`src/rtl/handshake_rx_buffer.sv`:
```
// rtl/handshake_rx_buffer.sv - four-phase send/ack receiver feeding a show-ahead valid/ready FIFO
module handshake_rx_buffer #(
  parameter int WIDTH = 4,
  parameter int DEPTH = 4,
  parameter int CW    = $clog2(DEPTH) + 1
) (
  input  logic             clk,
  input  logic             rst,
  input  logic             send,
  input  logic [WIDTH-1:0] dados,
  output logic             ack,
  output logic [1:0]       estado,
  output logic [WIDTH-1:0] out_data,
  output logic             out_valid,
  input  logic             out_ready,
  output logic [CW-1:0]    level,
  output logic [7:0]       word_count
);

  localparam int PW = $clog2(DEPTH);

  localparam logic [1:0] S_IDLE = 2'b00;
  localparam logic [1:0] S_ACK  = 2'b01;

  logic [1:0]       state;
  logic [1:0]       state_next;
  logic [PW-1:0]    wr_ptr;
  logic [PW-1:0]    rd_ptr;
  logic [WIDTH-1:0] mem [DEPTH];
  logic             full;
  logic             wr_en;
  logic             rd_en;

  // Fullness uses the pre-edge level, so a read on the same edge cannot make room for a write.
  assign full  = (level == CW'(DEPTH));
  assign wr_en = (state == S_IDLE) && send && !full;
  assign rd_en = out_valid && out_ready;

  always_ff @(posedge clk or negedge rst) begin
    if (!rst) begin
      state <= S_IDLE;
    end else begin
      state <= state_next;
    end
  end

  always_comb begin
    state_next = S_IDLE;
    case (state)
      S_IDLE:  state_next = wr_en ? S_ACK : S_IDLE;
      S_ACK:   state_next = send ? S_ACK : S_IDLE;
      default: state_next = S_IDLE;
    endcase
  end

  always_comb begin
    ack    = (state == S_ACK);
    estado = state;
  end

  always_ff @(posedge clk or negedge rst) begin
    if (!rst) begin
      wr_ptr     <= '0;
      rd_ptr     <= '0;
      level      <= '0;
      word_count <= '0;
    end else begin
      if (wr_en) begin
        wr_ptr     <= wr_ptr + PW'(1);
        word_count <= word_count + 8'd1;
      end
      if (rd_en) begin
        rd_ptr <= rd_ptr + PW'(1);
      end
      case ({wr_en, rd_en})
        2'b10:   level <= level + CW'(1);
        2'b01:   level <= level - CW'(1);
        default: level <= level;
      endcase
    end
  end

  // Storage needs no reset: its contents are only visible through the empty mask below.
  always_ff @(posedge clk) begin
    if (wr_en) begin
      mem[wr_ptr] <= dados;
    end
  end

  always_comb begin
    out_valid = (level != '0);
    out_data  = out_valid ? mem[rd_ptr] : '0;
  end

endmodule
```
`config.mk`:
```
export PLATFORM = sky130hd
export DESIGN_NAME = handshake_rx_buffer
export DESIGN_NICKNAME = d
export VERILOG_FILES = /design/src/rtl/handshake_rx_buffer.sv
export SDC_FILE = /design/constraint.sdc
export NUM_CORES = 1
export LEC_CHECK = 0
export CORE_ASPECT_RATIO = 1.25
export CORE_MARGIN = 2
export CORE_UTILIZATION = 40
export DETAILED_ROUTE_END_ITERATION = 7
export PLACE_DENSITY_LB_ADDON = 0.2
export SETUP_SLACK_MARGIN = 0.15
export SYNTH_ARGS = -nofsm -noshare
export SYNTH_HDL_FRONTEND = slang
export SYNTH_SLANG_ARGS = --single-unit
```
`constraint.sdc`:
```
create_clock -name clk -period 2.7 [get_ports clk]
set_clock_uncertainty 0.1 [all_clocks]
set_input_delay 0.81 -clock clk [delete_from_list [all_inputs] [get_ports clk]]
set_output_delay 0.81 -clock clk [all_outputs]
set_load 0.03 [all_outputs]
```
==> summary.md <==
| Metric | Value |
|---|---|
| Cts bufs inserted | 5 |
| Syn Inst Count | 97 |
| Fillcell total | 304 |
| RSZ-0062 raised after global routing | true |
| Slew Viols, Final | 0 |
| Critical Path Sink | out_data[0] |
| Required time worst endpoint | 1.79 ns |
| Initial Util | 0.4177 |
| Syn_nets | 112 |
| Hold_sp | word_count[7] |
| Fin. Hold Viols | 0 |
| Clock Path Buffers | 2 |
| Antenna-violating nets left | 0 |
| ANT cells | 0 |
| Worst Path Max Fanout | 4 |
| CTS tree | yes |
| Post-DR wirelength/cell | between 10 and 15 um |
| Lkg Pwr | roughly 0.8 nW |
| # IOs | 27 |
| RePlAce Congestion | 0.6874 |
| Pre-antenna DRT Iters | 4 |
| Drt first-iter violations | 18 |
| Num Clock Sinks | 32 |
| Vias post-DR | 846 |
| Core Area | between 0.003 and 0.004 mm2 |
| Max Cap Viol | 0 |
| Final setup vio count | 0 |
| Largest net degree at the start of global routing | 17 |
| R2r endpoint | level[2] |
| Startpoint Class | flop |
| Fin Hold WS | roughly 0.38 ns |
| Die Wd | slightly below 60 um |
| Layout cells sized above 1 | 0.2239 |
| Hold buffers post-CTS | 0 |
| Worst setup startpoint | rd_ptr[0] |
| Multi-input gate area | between 500 and 600 um2 |
| Setup Crit Path Kind | flop to primary output |
| Worst R2R Start | level[0] |
| Cell row count | 24 |
| Tmin final | 2.527 ns |
| Synth Register Bits | 32 |
| Synth Area in Compound Gates | 0.005115 |
| Die Ht | 71.73 um |
| Final worst-path cycle share | 0.9361 |
| Count of different cell masters after synthesis | 31 |
| Post-detail-place hpwl | 1736 um |
| Global-route usage over all layers | 0.1335 |
| Flop2flop setup slack | roughly 0.45 ns |
| Largest family of logic cells by synthesized area | simple AND/OR/NAND/NOR gates |
| Multiplexer area fraction after synthesis | 0.08866 |
| Maximum VDD drop | ~700 uV |
| # DRC | 0 |
| First-pass GRT wire length | 4036 um |
| Die Area | 0.004173 mm2 |
| Seq/Total Area, Yosys | 0.6002 |
| Synth Area in Simple Gates | 0.1245 |
| Fmax | about 400 MHz |
| Run status | finished clean |
| Tightest Hold Check Type | flop to flop |
| Worst-path clk slew | 0.06 ns |
| Clk root buf | clkbuf_8 |
| Initial antenna violation count | 0 |
| Synth Area per Inst | approximately 15 um2 |
| Buffers added on ports | 25 |
| Number of global-route vias before repair | 891 |
| Global route overflow | 0 |
| Register Area | 882.1 um2 |
| Clock latency on the worst-skew pair | 0.28 ns |
| Post-Synth Adder-Cell Area | 0.06479 |
| Synth warn | 0 |
| CP Data Arrival Time | between 1.5 and 2 ns |
| XOR/XNOR Fraction of Synth Area | 0.07758 |
| Kind of end point of the critical path | primary output |
| Area delta synth->final | 28.47% |
| Pwr/cell area | around 1200 mW/mm2 |
| CTS H-tree lvls | 2 |
| Final core utilization | 0.5367 |
| Reg2reg path depth | 10 |
| WL final | about 2300 um |
| Synthesized area | 0.001468 mm2 |
| Drt via density | 4.890 |
| Fin nets | 148 |
[layer usage]
layer	vias up	wire, um	global-route usage
met5	-	0	0
met4	0	63	0.08527
met3	8	132	0.04152
met2	28	1121	0.2033
met1	403	1015	0.1629
li1	407	-	-
[cell families after synthesis]
logic type	Yosys count
AOI/OAI and AO/OA	1
buffers and inverters	10
muxes	7
adders and majority gates	7
and+or+nand+nor	26
other	1
xor gates and xnor gates	13
DFF	32
[final cells by class]
type	instances	share of cell area
Sequential cell	32	0.4678
Multi-Input combinational cell	55	0.2827
Timing Repair Buffer	33	0.1546
Clock buffer	6	0.03849
Tap cell	39	0.02588
Clock inverter	2	0.01858
Inverter	6	0.01194
[how the worst min path moves through the flow]
| stage | endpoint | depth (start not counted) | slack [ns] |
|---|---|---|---|
| 6_report | word_count[7] | 1 | 0.38 |
| 5_1_grt | word_count[7] | 1 | 0.41 |
| 4_1_cts | word_count[7] | 1 | 0.38 |
| 3_5_place_dp | word_count[7] | 1 | 0.37 |
| 3_3_place_gp | word_count[7] | 1 | 0.36 |
| 2_1_floorplan | estado[0] | 0 | 0.41 |
[where the power goes]
group,internal (mW),total (mW),switching (mW)
combinational,0.468,0.981,0.513
clock,0.274,0.443,0.169
sequential,0.649,0.765,0.116
total,1.39,2.19,0.799
[sequential cells by signal, summed over array words and instances, names as in the netlist]
register,count
estado,1
level,3
mem,16
rd_ptr,2
word_count,8
wr_ptr,2
[synthesized netlist by cell type]
cell / instances / share of area
inv_1: 6 / 0.015
nor3b_1: 1 / 0.0051
nor3_1: 1 / 0.0034
nand3_1: 3 / 0.010
xnor2_1: 6 / 0.036
or3_1: 1 / 0.0043
ha_1: 6 / 0.051
nand4_1: 1 / 0.0043
nor2_1: 2 / 0.0051
nor3b_2: 1 / 0.0085
and2_1: 8 / 0.034
dfrtp_1: 16 / 0.27
mux2_4: 2 / 0.020
nor3b_4: 1 / 0.013
mux4_2: 4 / 0.061
and2_4: 1 / 0.0060
buf_2: 1 / 0.0034
and4_1: 1 / 0.0060
nand2_1: 1 / 0.0026
mux2i_1: 1 / 0.0068
buf_4: 2 / 0.010
and3_1: 1 / 0.0043
xor2_1: 7 / 0.042
nand3b_1: 1 / 0.0051
or3b_2: 1 / 0.0060
conb_1: 1 / 0.0026
o21a_1: 1 / 0.0051
edfxtp_1: 16 / 0.33
and4b_1: 1 / 0.0068
fa_1: 1 / 0.014
buf_6: 1 / 0.0077
[cells in the final DEF, fill, tap and decap left out, types with 2 or more instances in the layout]
cell,n
clkbuf_8,5
dfrtp_1,15
buf_2,2
inv_1,6
nor2_1,2
xnor2_1,6
mux2_4,2
mux4_2,4
buf_4,9
edfxtp_1,16
clkdlybuf4s50_1,20
nand3_1,3
xor2_1,7
and2_1,8
ha_1,6
[per-stage QoR]
step                      instances  total power, mW  instance area [um2]  setup TNS, ns  setup slack (ns)
final                           173            2.189                 1886              0            0.1726
after global routing            173            2.333                 1886              0           0.09427
after CTS                       173            2.223                 1893              0           0.06203
after detailed placement        163            1.785                 1780       -0.02029          -0.02029
after global placement          163            1.760                 1780              0           0.02571
after floorplan                  97            1.419                 1468              0            0.4617
[critical path, cell delays in order, from the launching register on]
cell and delay, ns:
dfrtp_2 0.41, buf_4 0.13, mux4_2 0.47, and2_1 0.16
buf_2 0.17
[what timing repair did]
| action | 4_1_cts | 5_1_grt |
|---|---|---|
| resized for setup | 16 | 6 |
| endpoints found under the setup margin | 5 | 4 |
| buffers inserted | 2 | 0 |
| pin swaps | 0 | 0 |
(Power assumes the default switching activity.)
